**src/rtl/vend_pkg.sv**
```systemverilog
// Shared types and constants for the vending change dispenser.
package vend_pkg;

    localparam int unsigned CHG_W_DEF = 3;

    // Coin values in nickel units
    localparam int unsigned NICKEL_U = 1;
    localparam int unsigned DIME_U   = 2;

    typedef enum logic [2:0] {
        ST_IDLE  = 3'd0,
        ST_SODA  = 3'd1,
        ST_SEL   = 3'd2,
        ST_REL   = 3'd3,
        ST_GAP   = 3'd4,
        ST_FAULT = 3'd5
    } state_t;

endpackage

```
**src/rtl/vend_change_dispenser.sv**
```systemverilog
// Soda-drop motor plus coin-by-coin change payout from a dime/nickel hopper.
// Optional ack timeout in REL enabled by defining DISP_TIMEOUT_EN.
module vend_change_dispenser
    import vend_pkg::*;
#(
    parameter int unsigned SODA_CYCLES = 4,
    parameter int unsigned CHG_W       = CHG_W_DEF,
    parameter int unsigned ACK_TIMEOUT = 255
) (
    input  logic             clk,
    input  logic             rst_n,
    input  logic             i_soda,
    input  logic [CHG_W-1:0] i_change,
    input  logic             i_nickel_empty,
    input  logic             i_dime_empty,
    input  logic             i_coin_ack,
    input  logic             i_clr,
    output logic             o_soda_motor,
    output logic             o_nickel_rel,
    output logic             o_dime_rel,
    output logic             o_busy,
    output logic             o_fault,
    output logic             o_overrun,
    output logic [CHG_W-1:0] o_owed
);

    localparam int unsigned SCW = $clog2(SODA_CYCLES + 1);

    if (SODA_CYCLES < 1 || CHG_W < 2 || ACK_TIMEOUT < 1) begin : g_param_check
        $error("vend_change_dispenser: illegal parameter set");
    end

    state_t           state_q, state_nx;
    logic [CHG_W-1:0] rem_q, rem_nx;
    logic             dime_q, dime_nx;
    logic             pend_vld_q, pend_vld_nx;
    logic [CHG_W-1:0] pend_chg_q, pend_chg_nx;
    logic             ovr_nx;
    logic [SCW-1:0]   mcnt_q, mcnt_nx;

`ifdef DISP_TIMEOUT_EN
    localparam int unsigned TCW = $clog2(ACK_TIMEOUT + 1);
    logic [TCW-1:0] tcnt_q, tcnt_nx;
`endif

    // Next-state, payout bookkeeping and the one-deep pending buffer
    always_comb begin
        state_nx    = state_q;
        rem_nx      = rem_q;
        dime_nx     = dime_q;
        pend_vld_nx = pend_vld_q;
        pend_chg_nx = pend_chg_q;
        ovr_nx      = o_overrun & ~i_clr;
        mcnt_nx     = '0;
`ifdef DISP_TIMEOUT_EN
        tcnt_nx     = '0;
`endif

        // A vend arriving mid-transaction is parked; a second one is lost
        if (i_soda && state_q != ST_IDLE) begin
            if (!pend_vld_q) begin
                pend_vld_nx = 1'b1;
                pend_chg_nx = i_change;
            end else begin
                ovr_nx = 1'b1;
            end
        end

        case (state_q)
            ST_IDLE: begin
                if (pend_vld_q) begin
                    // Older parked vend goes first; a fresh pulse takes its slot
                    rem_nx      = pend_chg_q;
                    state_nx    = ST_SODA;
                    pend_vld_nx = i_soda;
                    if (i_soda) begin
                        pend_chg_nx = i_change;
                    end
                end else if (i_soda) begin
                    rem_nx   = i_change;
                    state_nx = ST_SODA;
                end
            end
            ST_SODA: begin
                if (mcnt_q == SCW'(SODA_CYCLES - 1)) begin
                    state_nx = ST_SEL;
                end else begin
                    mcnt_nx = mcnt_q + SCW'(1);
                end
            end
            ST_SEL: begin
                if (rem_q == '0) begin
                    state_nx = ST_IDLE;
                end else if (rem_q >= CHG_W'(DIME_U) && !i_dime_empty) begin
                    dime_nx  = 1'b1;
                    state_nx = ST_REL;
                end else if (!i_nickel_empty) begin
                    dime_nx  = 1'b0;
                    state_nx = ST_REL;
                end else begin
                    state_nx = ST_FAULT;
                end
            end
            ST_REL: begin
                if (i_coin_ack) begin
                    rem_nx   = rem_q - (dime_q ? CHG_W'(DIME_U) : CHG_W'(NICKEL_U));
                    state_nx = ST_GAP;
                end
`ifdef DISP_TIMEOUT_EN
                else if (tcnt_q == TCW'(ACK_TIMEOUT - 1)) begin
                    state_nx = ST_FAULT;
                end else begin
                    tcnt_nx = tcnt_q + TCW'(1);
                end
`else
                // Without a timeout the hopper is trusted to answer eventually
`endif
            end
            ST_GAP: begin
                state_nx = ST_SEL;
            end
            ST_FAULT: begin
                if (i_clr) begin
                    rem_nx   = '0;
                    state_nx = ST_IDLE;
                end
            end
            default: begin
                state_nx = ST_IDLE;
            end
        endcase
    end

    // State, datapath and registered outputs (outputs track the next state)
    always_ff @(posedge clk or negedge rst_n) begin
        if (!rst_n) begin
            state_q      <= ST_IDLE;
            rem_q        <= '0;
            dime_q       <= 1'b0;
            pend_vld_q   <= 1'b0;
            pend_chg_q   <= '0;
            mcnt_q       <= '0;
            o_soda_motor <= 1'b0;
            o_nickel_rel <= 1'b0;
            o_dime_rel   <= 1'b0;
            o_busy       <= 1'b0;
            o_fault      <= 1'b0;
            o_overrun    <= 1'b0;
            o_owed       <= '0;
        end else begin
            state_q      <= state_nx;
            rem_q        <= rem_nx;
            dime_q       <= dime_nx;
            pend_vld_q   <= pend_vld_nx;
            pend_chg_q   <= pend_chg_nx;
            mcnt_q       <= mcnt_nx;
            o_soda_motor <= (state_nx == ST_SODA);
            o_nickel_rel <= (state_nx == ST_REL) && !dime_nx;
            o_dime_rel   <= (state_nx == ST_REL) && dime_nx;
            o_busy       <= (state_nx != ST_IDLE);
            o_fault      <= (state_nx == ST_FAULT);
            o_overrun    <= ovr_nx;
            o_owed       <= (state_nx == ST_FAULT) ? rem_nx : '0;
        end
    end

`ifdef DISP_TIMEOUT_EN
    always_ff @(posedge clk or negedge rst_n) begin
        if (!rst_n) begin
            tcnt_q <= '0;
        end else begin
            tcnt_q <= tcnt_nx;
        end
    end
`endif

endmodule
```
**config.mk**
```make
export PLATFORM = sky130hd
export DESIGN_NAME = vend_change_dispenser
export DESIGN_NICKNAME = d
export VERILOG_FILES = /design/src/rtl/vend_pkg.sv /design/src/rtl/vend_change_dispenser.sv
export SDC_FILE = /design/constraint.sdc
export NUM_CORES = 1
export LEC_CHECK = 0
export CAP_MARGIN = 20
export CORE_MARGIN = 2
export CORE_UTILIZATION = 30
export DETAILED_ROUTE_END_ITERATION = 10
export PLACE_DENSITY = 0.54
export SYNTH_ARGS = -nofsm -noshare
export SYNTH_HDL_FRONTEND = slang
export SYNTH_SLANG_ARGS = --single-unit
```
**constraint.sdc**
```tcl
create_clock -name clk -period 3.7 [get_ports clk]
set_input_delay 0.925 -clock clk [delete_from_list [all_inputs] [get_ports clk]]
set_output_delay 0.925 -clock clk [all_outputs]
set_load 0.05 [all_outputs]
```
Yosys cells after proc, flatten, opt, wreduce, memory -nomap -nowiden
Index checks and enable logic that the tools add are counted.

word-level totals
  register bits = 23
  input bits = 10
  output and inout bits = 9
  logic and storage cells = 69

operators by class
  add/subtract/negate cells = 2
  order comparisons = 1
  eq/ne operators = 9
  mux-type cells = 32
  bitwise logic cells = 2
  reductions and logical operators = 10

operators with widths
  kind                                                               count
  two-way mux 3 bit                                                  20
  case mux 3 bit (6 select lines)                                    1
  == test 3 x 2 -> 1 bit, second input constant                      4
  == test 3 bit, second input constant                               3
  two-way mux 1 bit                                                  9
  case mux 3 bit (3 select lines)                                    1
  == test 3 x 1 -> 1 bit, second input constant                      2
  logical NOT 3 bit                                                  2
  nonzero test 3 bit                                                 2
  logical AND 1 bit                                                  4
  adder 3 x 1 -> 3 bit, second input constant                        1
  greater-or-equal comparator 3 x 2 -> 1 bit, second input constant  1
  subtractor 3 x 2 -> 3 bit                                          1
  logical NOT 1 bit                                                  2
  two-way mux 2 bit                                                  1
  bitwise AND 1 bit                                                  1
  NOT 1 bit                                                          1

Logic depth before layout (Yosys ltp)
Gate-level depths: netlist of run 1.

  depth after elaboration = 7
  mapped depth = 6
  mapped depth without buffers = 6

Worst setup path after synthesis of run 1
OpenSTA, ideal clock, no wires.

  path type = input port to flip-flop
  start = input port i_coin_ack
  end = register o_nickel_rel
  library setup time = 111 ps
  data arrival time = 1,827 ps
  required time = 3,589 ps
  setup slack = 1,762 ps
  cell stages on the path = 2
  buffers on the path = 0
  cell sequence = or4bb_2 a222oi_1

between the ends
  longest elaborated chain between the ends = 4

ends and longest elaborated chain
  element                          line                          source
  start, declared                  vend_change_dispenser.sv:16   input logic i_coin_ack,
  two-way mux 3 bit                vend_change_dispenser.sv:105  if (i_coin_ack) begin
  case mux 3 bit (6 select lines)  vend_change_dispenser.sv:69   case (state_q)
  == test 3 x 2 -> 1 bit           vend_change_dispenser.sv:158  o_nickel_rel <= (state_nx == ST_REL) && !dime_nx;
  logical AND 1 bit                vend_change_dispenser.sv:158
  end signal, assigned             vend_change_dispenser.sv:158
  end, declared                    vend_change_dispenser.sv:19   output logic o_nickel_rel,

No other way between the ends.

Worst setup path in the final report of run 1
  start = register o_overrun
  end = output port o_overrun

RTL lines
  element                 line                          source
  start, declared         vend_change_dispenser.sv:23   output logic o_overrun,
  start signal, assigned  vend_change_dispenser.sv:162  o_overrun <= ovr_nx;

No word-level cell between the ends.

==> summary.md, run 1 <==
| Metric | Value |
|---|---|
| Status | `finished, final reports clean` |
| Clk slew on worst S/H paths | `0.08 ns` |
| CTS Buf Count | `3` |
| # setup viols final | `0` |
| Fraction of power spent switching nets | `around 41%` |
| Setup TNS | `0 ns` |
| Largest stage delay, worst path | `roughly 0.8 ns` |
| HP Start | `mcnt_q[0]$_DFF_PN0_` |
| Die X | `about 67 um` |
| Mapped Nets | `124` |
| DIE AREA | `approximately 0.0045 mm^2` |
| Min-Delay Path Class | `reg2reg` |
| Part of the power in registers | `roughly 41%` |
| Switching Power | `between 0.4 and 0.5 mW` |
| Vias in the first global route | `967` |
| Tot GR Track Use | `12.8%` |
| Commonest cells after routing, fill and taps aside | `dfrtp_1 (23), clkdlybuf4s50_1 (18), inv_1 (9)` |
| Clock share of power | `between 10% and 20%` |
| Final nets | `about 140` |
| Crit path capture type | `output port` |
| Vias | `~920` |
| H-Tree Depth | `1` |
| Starting Density | `a little under a third` |
| RSZ-0062 raised after global routing | `false` |
| Drt drc | `0` |
| CTS resizes | `0` |
| Crit Path Class | `reg2out` |
| WP buf/inv | `1` |
| Crit-path cells | `clkdlybuf4s50_1` |
| Largest net degree at the start of global routing | `24` |
| Mapped Area | `about 0.0012 mm^2` |
| Pwr Density | `approximately 720 mW/mm^2` |
| CP Launch Point | `o_overrun$_DFF_PN0_` |
| Ys async rst share | `100%` |
| Post-synth top area share | `48.6%` |
| Slew margin rel. | `about two thirds` |
| Post-synth EDFFs | `0` |
| Worst slew pin tran | `between 0.4 and 0.5 ns` |
| Shortest period the worst path allows | `2.33 ns` |
| Sequential area share after synthesis | `about half` |
| Design Power | `~1.1 mW` |
| Core ar. | `~0.0037 mm^2` |
| Final Skew | `between 0.003 and 0.004 ns` |
| Leakage | `between 0.6 and 0.7 nW` |
| Router iterations before antenna repair | `4` |
| Clk_lat worst skew | `0.26 ns` |
| Worst r2r src | `dime_q$_DFF_PN0_` |
| Seq cells post-synth | `23` |
| Part of the cycle the worst path needs | `a little over three fifths` |
| Syn_area_per_cell | `10.7 um^2` |
| Initial antenna violation count | `0` |
| Max FO, Critical Path | `2` |
| 1st-iter DRT viols | `80` |
| Clock Tree Buf Depth | `2` |
| Slew Viols, Final | `0` |
| CP max stage cell | `clkdlybuf4s50_1` |
| Final wirelength | `roughly 2.4 mm` |
| Max frequency | `approximately 430 MHz` |
| Share of cells above drive strength 1 | `between 10% and 20%` |
| Internal | `0.616 mW` |
| GR Overflow Total | `0` |
| RePlAce Congestion | `0.768` |
| HPWL after DPL | `between 1.5 and 2 mm` |
| Routed length per instance | `roughly 14 um` |
| # clock sinks | `23` |
| Post-Syn Instances | `about 110` |
| Hold buffer count at cts | `0` |
| Critical path arrival | `1.41 ns` |
| Worst Path Required | `about 2.8 ns` |
| Unique cell type count in the Yosys netlist | `43` |
| MaxCap Viol Count | `0` |
| Warning count from the yosys run | `0` |
| N_diodes | `0` |
| Vias per cell | `~5.2` |
| Port bufs | `18` |
| Worst setup SP type | `register` |
| Top FF cell, synth | `dfrtp_1` |
| Combinational fraction of design power | `~44%` |
| TritonCTS clock tree | `built` |
| Syn-to-layout area delta | `22.4%` |
| Antenna Nets Post-Route | `0` |
| Maximum vdd drop | `between 0.3 and 0.4 mV` |
| Final Hold Vio Count | `0` |
| Synth area leaders | `dfrtp_1 (49%), o2111ai_1 (3.0%), inv_1 (2.9%)` |
| Root buf cell | `clkbuf_8` |
| Area leader, netlist | `dfrtp_1` |
| Global-route wire length before repair | `between 4 and 5 mm` |
| Most common cell after layout, fill and taps aside | `dfrtp_1` |
| Die H | `66.8 um` |
| Rows | `22` |
| Setup repair bufs after CTS | `0` |
| Top Family by Delay on Critical Path | `buffers and inverters` |
| I/O pin count | `19` |
## metrics by stage
step	worst slack, ns	std cells	instance area, um^2	utilization [%]	hold WS [ns]
CTS	1.35	177	1450	39.0	0.434
finish	1.37	177	1450	39.0	0.432
global route	1.33	177	1450	39.0	0.463
detailed placement	1.20	173	1410	37.8	0.423
global placement	1.26	173	1410	37.8	0.415
floorplan	1.76	111	1180	-	0.407
## Yosys cell counts (2+ instances only)
master / instances
nand4b_1: 2
ha_1: 2
nand3b_1: 3
o31ai_1: 2
nor3b_1: 2
or2_2: 2
nand2b_1: 2
a31oi_1: 3
nor2_1: 3
dfrtp_1: 23
buf_4: 2
mux2_2: 3
o21ai_0: 3
inv_1: 9
clkbuf_1: 2
nand3_1: 6
o2111ai_1: 4
nand2_1: 8
and3b_1: 3
nor2b_1: 2
a21o_1: 3
## state kept, by name (all words and copies together), names as in the netlist, 3 cells and up
register and count:
mcnt_q 3, pend_chg_q 3, state_q 3, o_owed 3, rem_q 3
## cells by family (layout without fill, tap and decap cells)
logic type | count (synthesis) | in the layout | synth area share, %
AOI/OAI and AO/OA | 24 | 24 | 15.6
adders and majority gates | 3 | 3 | 3.80
buffers and inverters | 14 | 32 | 5.17
DFF | 23 | 23 | 48.6
muxes | 3 | 3 | 2.85
and+or+nand+nor | 44 | 44 | 24.0
## path summary, 6_finish.rpt
path	end	slack [ns]	depth (start not counted)
worst max register to register	rem_q[2]$_DFF_PN0_	1.94	6
min in group asynchronous	pend_chg_q[0]$_DFF_PN0_	1.02	2
worst max-delay path	o_overrun	1.37	1
worst min-delay path	mcnt_q[0]$_DFF_PN0_	0.43	1
worst min register to register	mcnt_q[0]$_DFF_PN0_	0.43	1
max in group asynchronous	mcnt_q[0]$_DFF_PN0_	2.44	2
## area by class of cell
cell class,instances,area (um^2)
inverter,9,33.8
tap,48,60.1
clock buffer,4,45.0
timing repair buffer,19,188
multi-input combinational,74,548
fill,362,2270
sequential,23,576
## worst register-to-register path: cells and delay by family, from the launching register on
family,cells,cell delay [ns]
adder cells (fa/ha/maj),2,0.59
AO/OA/AOI/OAI,1,0.24
flip-flops,1,0.43
buffers and inverters,1,0.06
AND/OR/NAND/NOR,2,0.30
## per-layer routing
metal | global-route usage [%] | vias to the layer above | share of wire (%) | routed length [um]
li1 | - | 447 | - | -
met1 | 16.6 | 448 | 47 | 1140
met2 | 20.8 | 22 | 48 | 1170
met3 | 2.20 | 4 | 3.8 | 93
met4 | 5.36 | 0 | 1.2 | 29
met5 | 0 | - | 0 | 0
## power groups by stage
stage | sequential (mW) | combinational, mW | clock, mW
after floorplan | 0.468 | 0.302 | 0
after global placement | 0.434 | 0.464 | 0
after detailed placement | 0.435 | 0.466 | 0
after CTS | 0.431 | 0.469 | 0.164
after global routing | 0.451 | 0.523 | 0.174
final | 0.431 | 0.464 | 0.156
Power figures use the tool's default switching activity.
==> run 2, diff against run 1 <==
Settings changed: PLACE_DENSITY 0.54 to 0.56.
Clock period 3.7 ns to 1.93 ns, I/O delays scaled along.
==> run 2 against run 1 <==
Clock power is 92% higher. Non-clock buffer count increased by 8. Clock-buffer cell count fell by 1. Clock skew about the same. Register-to-register slack lost 1.8 ns. Worst hold slack improved by 0.010 ns. Via count is 1.6% higher. Worst setup slack got worse by 1.2 ns. Final cell count increased by 4.5%. Core utilization up 1.0 points. Final area grew 2.7%.
==> summary.md, run 2 (synthesis gave the netlist of run 1 again) <==
| Metric | Value |
|---|---|
| CTS resizes | `0 (unchanged)` |
| Maximum vdd drop | `0.589 mV (+88%)` |
| Syn-to-layout area delta | `25.7%` |
| Fraction of power spent switching nets | `41.4% (+0.082 points)` |
| Critical path arrival | `1.93 ns (+0.52 ns)` |
| Setup repair bufs after CTS | `0 (unchanged)` |
| Most common cell after layout, fill and taps aside | `dfrtp_1` |
| 1st-iter DRT viols | `42 (-48%)` |
| H-Tree Depth | `1 (unchanged)` |
| Worst slew pin tran | `0.407 ns (-0.0871 ns)` |
| RSZ-0062 raised after global routing | `false` |
| Slew Viols, Final | `0 (unchanged)` |
| Vias per cell | `5.06 (-2.8%)` |
| N_diodes | `0 (unchanged)` |
| Min-Delay Path Class | `reg2reg` |
| Largest net degree at the start of global routing | `24 (unchanged)` |
| Max FO, Critical Path | `4 (+2)` |
| Flop2flop setup slack | `0.19 ns (-1.75 ns)` |
| CP max stage cell | `or4bb_2` |
| Largest stage delay, worst path | `0.68 ns (-0.12 ns)` |
| DIE AREA | `0.00447 mm^2 (unchanged)` |
| CP Launch Point | `i_coin_ack` |
| HPWL after DPL | `1.95 mm (+11%)` |
| Final wirelength | `2.53 mm (+3.9%)` |
| Vias | `936 (+1.6%)` |
| Share of cells above drive strength 1 | `22.6% (+13 points)` |
| Rows | `22 (unchanged)` |
| MaxCap Viol Count | `0 (unchanged)` |
| Crit-path cells | `clkdlybuf4s50_1 -> or4bb_2 -> a222oi_1` |
| Port bufs | `18 (unchanged)` |
| Switching Power | `0.846 mW (+95%)` |
| Final Hold Vio Count | `0 (unchanged)` |
| Hold buffer count at cts | `0 (unchanged)` |
| Clock share of power | `14.7% (-0.2 points)` |
| Die X | `66.8 um (unchanged)` |
| TritonCTS clock tree | `built` |
| Worst setup SP type | `input pin` |
| Part of the power in registers | `39.6% (-1.4 points)` |
| Hold_ws | `0.443 ns (+0.0104 ns)` |
| GR Overflow Total | `0 (unchanged)` |
| I/O pin count | `19 (unchanged)` |
| Pwr Density | `1370 mW/mm^2 (+89%)` |
| Leakage | `0.679 nW (+9.0%)` |
| Part of the cycle the worst path needs | `around 92%` |
| Drt drc | `0 (unchanged)` |
| WP buf/inv | `1 (unchanged)` |
| Combinational fraction of design power | `45.7% (+1.6 points)` |
| Commonest cells after routing, fill and taps aside | `dfrtp_1 (23), buf_4 (18), inv_1 (9), clkdlybuf4s50_1 (9), nand2_1 (8)` |
| Design Power | `2.04 mW (+94%)` |
| Core ar. | `0.00372 mm^2 (unchanged)` |
| Reg-to-Reg End | `o_owed[2]$_DFF_PN0_` |
| Global-route wire length before repair | `4.29 mm (-1.3%)` |
| Slew margin rel. | `72.8% (+5.9 points)` |
| Internal | `1.20 mW (+94%)` |
| Setup crit end | `o_nickel_rel$_DFF_PN0_` |
| Worst Path Required | `2.08 ns (-0.69 ns)` |
| RePlAce Congestion | `0.762 (-0.74%)` |
| Router iterations before antenna repair | `5 (+1)` |
| Worst r2r src | `dime_q$_DFF_PN0_` |
| Crit path capture type | `register` |
| Shortest period the worst path allows | `approximately 1.8 ns` |
| Vias in the first global route | `928 (-4.0%)` |
| Top Family by Delay on Critical Path | `simple AND/OR/NAND/NOR gates` |
| Final nets | `151 (+5.6%)` |
| Clk slew on worst S/H paths | `0.08 ns (about the same)` |
| Max frequency | `562 MHz` |
| Final WS setup | `0.149 ns (-1.22 ns)` |
| Tot GR Track Use | `12.7% (-0.076 points)` |
| # clock sinks | `23 (unchanged)` |
| Starting Density | `31.9% (unchanged)` |
| Routed length per instance | `13.7 um (-0.56%)` |
| Initial antenna violation count | `0 (unchanged)` |
| Antenna Nets Post-Route | `0 (unchanged)` |
| Critical path depth | `3 (+2)` |
| Crit Path Class | `in2reg` |
| Die H | `66.8 um (unchanged)` |
| Clock Tree Buf Depth | `2 (unchanged)` |
| Root buf cell | `clkbuf_8` |
| CTS Buf Count | `3 (unchanged)` |
| Clk_lat worst skew | `0.26 ns (about the same)` |
| Final Skew | `0.00365 ns (+0.000336 ns)` |
| Register-to-Register Path Depth | `6 (unchanged)` |
| Worst slack at placement | `-0.107 ns (-1.31 ns)` |
| # setup viols final | `0 (unchanged)` |
| Status | `finished, final reports clean` |
==> run 2: layer usage <==
metal	global-route usage, %	part of all wire [%]	vias to the layer above
met5	0	0	-
li1	-	-	460
met2	20.8	46	24
met1	17.2	49	452
met3	3.89	4.5	0
met4	0.765	0	0
==> run 2: metrics by stage <==
step / utilization, % / cell area (um^2) / instances / setup TNS (ns)
after floorplan: - / 1180 / 111 / 0
after global placement: 38.8 / 1440 / 181 / -0.0694
after detailed placement: 38.8 / 1440 / 181 / -0.193
after CTS: 40.1 / 1490 / 185 / 0
after global routing: 40.1 / 1490 / 185 / 0
final: 40.1 / 1490 / 185 / 0
==> run 2: power groups by stage <==
stage	clock [mW]	sequential (mW)	combinational (mW)
floorplan	0	0.898	0.579
global placement	0	0.813	0.923
detailed placement	0	0.820	0.941
CTS	0.309	0.811	0.947
global route	0.329	0.835	1.05
finish	0.300	0.808	0.934
==> run 2: worst min path at each step <==
stage / start / end / slack (ns) / cells after the start
2_1_floorplan: rst_n / dime_q$_DFF_PN0_ / 0.19 / 0
3_3_place_gp: mcnt_q[0]$_DFF_PN0_ / mcnt_q[0]$_DFF_PN0_ / 0.42 / 1
3_5_place_dp: mcnt_q[0]$_DFF_PN0_ / mcnt_q[0]$_DFF_PN0_ / 0.44 / 1
4_1_cts: mcnt_q[0]$_DFF_PN0_ / mcnt_q[0]$_DFF_PN0_ / 0.45 / 1
5_1_grt: mcnt_q[0]$_DFF_PN0_ / mcnt_q[0]$_DFF_PN0_ / 0.46 / 1
6_report: mcnt_q[0]$_DFF_PN0_ / mcnt_q[0]$_DFF_PN0_ / 0.44 / 1
==> run 2: cell type report <==
type | instances | area [um^2]
Clock buffer | 3 | 41.3
Clock inverter | 1 | 5.00
Fill cell | 373 | 2230
Inverter | 9 | 33.8
Multi-Input combinational cell | 74 | 548
Sequential cell | 23 | 576
Tap cell | 48 | 60.1
Timing Repair Buffer | 27 | 225
==> run 2: worst register-to-register path, cell delays in order, from the launching register on <==
cell and delay, ns:
dfrtp_1 0.44, inv_1 0.07, ha_1 0.20, fa_1 0.38, and3b_1 0.17, o2111ai_1 0.23
a31oi_1 0.12
==> run 3, diff against run 2 <==
Settings changed: SETUP_SLACK_MARGIN set to 0.1.
==> run 3 against run 2 <==
Final area up 0.59%. Worst setup slack improved by 0.022 ns. Via count rose by 0.11%. Sequential share of layout area shrank 0.14 points. Largest power group unchanged. Combinational power grew 2%. Clock skew about the same. Final cell count is 0.54% higher. Critical endpoint unchanged. Largest cell class unchanged. Sequential cell count unchanged. Maximum frequency is 1.2% higher. Clock power about the same. First-iteration DRC count up 62%. Power is 0.77% higher. Critical path type unchanged.
==> summary.md, run 3 (synthesis gave the netlist of run 1 again) <==
| Metric | Value |
|---|---|
| Combinational fraction of design power | `46.3% (+0.6 points)` |
| Internal | `1.21 mW (+1.2%)` |
| Vias in the first global route | `928 (unchanged)` |
| Design Power | `2.06 mW (+0.77%)` |
| Largest net degree at the start of global routing | `24 (unchanged)` |
| RePlAce Congestion | `0.762 (unchanged)` |
| HP Start | `mcnt_q[0]$_DFF_PN0_` |
| Final Hold Vio Count | `0 (unchanged)` |
| Root buf cell | `clkbuf_8` |
| Port bufs | `18 (unchanged)` |
| GR Overflow Total | `0 (unchanged)` |
| Clk_lat worst skew | `0.26 ns (about the same)` |
| Clock Tree Buf Depth | `2 (unchanged)` |
| # setup viols final | `0 (unchanged)` |
| DIE AREA | `0.00447 mm^2 (unchanged)` |
| Maximum vdd drop | `0.590 mV (about the same)` |
| Hold_ws | `0.443 ns (-0.00000100 ns)` |
| Clock share of power | `14.6% (about the same)` |
| Top Family by Delay on Critical Path | `simple AND/OR/NAND/NOR gates` |
| 1st-iter DRT viols | `68 (+62%)` |
| Global-route wire length before repair | `4.29 mm (unchanged)` |
| Hold path depth | `1 (unchanged)` |
| H-Tree Depth | `1 (unchanged)` |
| Worst setup SP type | `input pin` |
| Core ar. | `0.00372 mm^2 (unchanged)` |
| Starting Density | `31.9% (unchanged)` |
| Endpoint, Worst Hold | `mcnt_q[0]$_DFF_PN0_` |
| Slew margin rel. | `72.8% (about the same)` |
| Max FO, Critical Path | `4 (unchanged)` |
| I/O pin count | `19 (unchanged)` |
| Part of the cycle the worst path needs | `91.1% (-1.1 points)` |
| Pwr Density | `1370 mW/mm^2 (+0.18%)` |
| Largest stage delay, worst path | `0.68 ns (about the same)` |
| TritonCTS clock tree | `built` |
| Routed length per instance | `13.6 um (-0.73%)` |
| Worst slew pin tran | `0.407 ns (-0.00000226 ns)` |
| Reg-to-Reg End | `pend_chg_q[2]$_DFF_PN0_` |
| # clock sinks | `23 (unchanged)` |
| Critical path arrival | `1.91 ns (-0.02 ns)` |
| Most common cell after layout, fill and taps aside | `dfrtp_1` |
| Commonest cells after routing, fill and taps aside | `dfrtp_1 (22), buf_4 (19), inv_1 (9), clkdlybuf4s50_1 (9), nand2_1 (8)` |
| Min-Delay Path Class | `reg2reg` |
| Drt drc | `0 (unchanged)` |
| N_diodes | `0 (unchanged)` |
| CP max stage cell | `or4bb_2` |
| Register-to-Register Path Depth | `3 (-3)` |
| Part of the power in registers | `39.1% (-0.5 points)` |
| Switching Power | `0.848 mW (+0.19%)` |
| Vias per cell | `5.04 (-0.43%)` |
| Final WS setup | `0.171 ns (+0.0216 ns)` |
| Rows | `22 (unchanged)` |
| Leakage | `0.683 nW (+0.55%)` |
| Vias | `937 (+0.11%)` |
| Slew Viols, Final | `0 (unchanged)` |
| Hold buffer count at cts | `0 (unchanged)` |
| Worst slack at placement | `-0.107 ns (unchanged)` |
| Router iterations before antenna repair | `4 (-1)` |
| RSZ-0062 raised after global routing | `false` |
| Worst r2r src | `state_q[2]$_DFF_PN0_` |
| Share of cells above drive strength 1 | `23.9% (+1.3 points)` |
| Crit path capture type | `register` |
| Fraction of power spent switching nets | `41.2% (-0.24 points)` |
| CTS Buf Count | `3 (unchanged)` |
| Crit-path cells | `clkdlybuf4s50_1 -> or4bb_2 -> a222oi_1` |
| Final Skew | `0.00357 ns (-0.0000836 ns)` |
| Flop2flop setup slack | `0.23 ns (+0.04 ns)` |
| Final wirelength | `2.53 mm (-0.20%)` |
| Die H | `66.8 um (unchanged)` |
| Max frequency | `568 MHz (+1.2%)` |
| Die X | `66.8 um (unchanged)` |
| Shortest period the worst path allows | `1.76 ns (-0.0216 ns)` |
| Worst Path Required | `2.08 ns (about the same)` |
| Initial antenna violation count | `0 (unchanged)` |
| Clk slew on worst S/H paths | `0.08 ns (about the same)` |
| Syn-to-layout area delta | `26.4%` |
| Status | `finished, final reports clean` |
| WP buf/inv | `1 (unchanged)` |
| MaxCap Viol Count | `0 (unchanged)` |
| Final nets | `152 (+0.66%)` |
| Tot GR Track Use | `12.7% (unchanged)` |
| Crit Path Class | `in2reg` |
| Antenna Nets Post-Route | `0 (unchanged)` |
| HPWL after DPL | `1.95 mm (unchanged)` |
run 3: changes by cell type in the layout (fill, tap and decap cells not counted):
| cell | change |
|---|---|
| dfrtp_1 | -1 |
| dfrtp_2 | +1 |
| buf_4 | +1 |
run 3: worst register-to-register path, stage by stage, from the launching register on:
cell and delay (ns):
dfrtp_1 0.48, or4_1 0.55, nand3_1 0.19, mux2_2 0.37
run 3: final cells by class:
cell class              instances  area (um^2)
clock buffers                   3         41.3
clock inverters                 1         5.00
fillers                       371         2220
inverters                       9         33.8
multi-input cells              74          548
flip-flops and latches         23          577
well taps                      48         60.1
repair buffers                 28          233
run 3: how the worst max path moves through the flow:
stage                     startpoint  cells past startpoint                endpoint
floorplan           dime_q$_DFF_PN0_                      6     o_owed[2]$_DFF_PN0_
global placement          i_coin_ack                      3  o_nickel_rel$_DFF_PN0_
detailed placement        i_coin_ack                      3  o_nickel_rel$_DFF_PN0_
CTS                       i_coin_ack                      3  o_nickel_rel$_DFF_PN0_
global route        dime_q$_DFF_PN0_                      6     o_owed[2]$_DFF_PN0_
finish                    i_coin_ack                      3  o_nickel_rel$_DFF_PN0_
run 3: power groups by stage:
stage	clock network, mW	logic (mW)	registers, mW
global route	0.329	1.07	0.831
CTS	0.309	0.947	0.811
finish	0.300	0.954	0.805
floorplan	0	0.579	0.898
detailed placement	0	0.941	0.820
global placement	0	0.923	0.813
run 3: metrics by stage:
| stage | std cells | instance area, um^2 | utilization [%] | setup TNS (ns) |
|---|---|---|---|---|
| after floorplan | 111 | 1180 | - | 0 |
| after global placement | 181 | 1440 | 38.8 | -0.0694 |
| after detailed placement | 181 | 1440 | 38.8 | -0.193 |
| after CTS | 185 | 1490 | 40.1 | 0 |
| after global routing | 186 | 1500 | 40.3 | 0 |
| final | 186 | 1500 | 40.3 | 0 |
run 3: per-layer routing:
metal	up-vias	routed length [um]	GRT usage [%]
met2	22	1170	20.8
met4	0	0	0.765
met5	-	0	0
li1	462	-	-
met1	453	1260	17.2
met3	0	104	3.89
run 3: timing repair:
| action | 4_1_cts | 5_1_grt |
|---|---|---|
| endpoints found under the setup margin | 0 | 2 |
| buffers inserted | 0 | 1 |
| resized for setup | 0 | 1 |
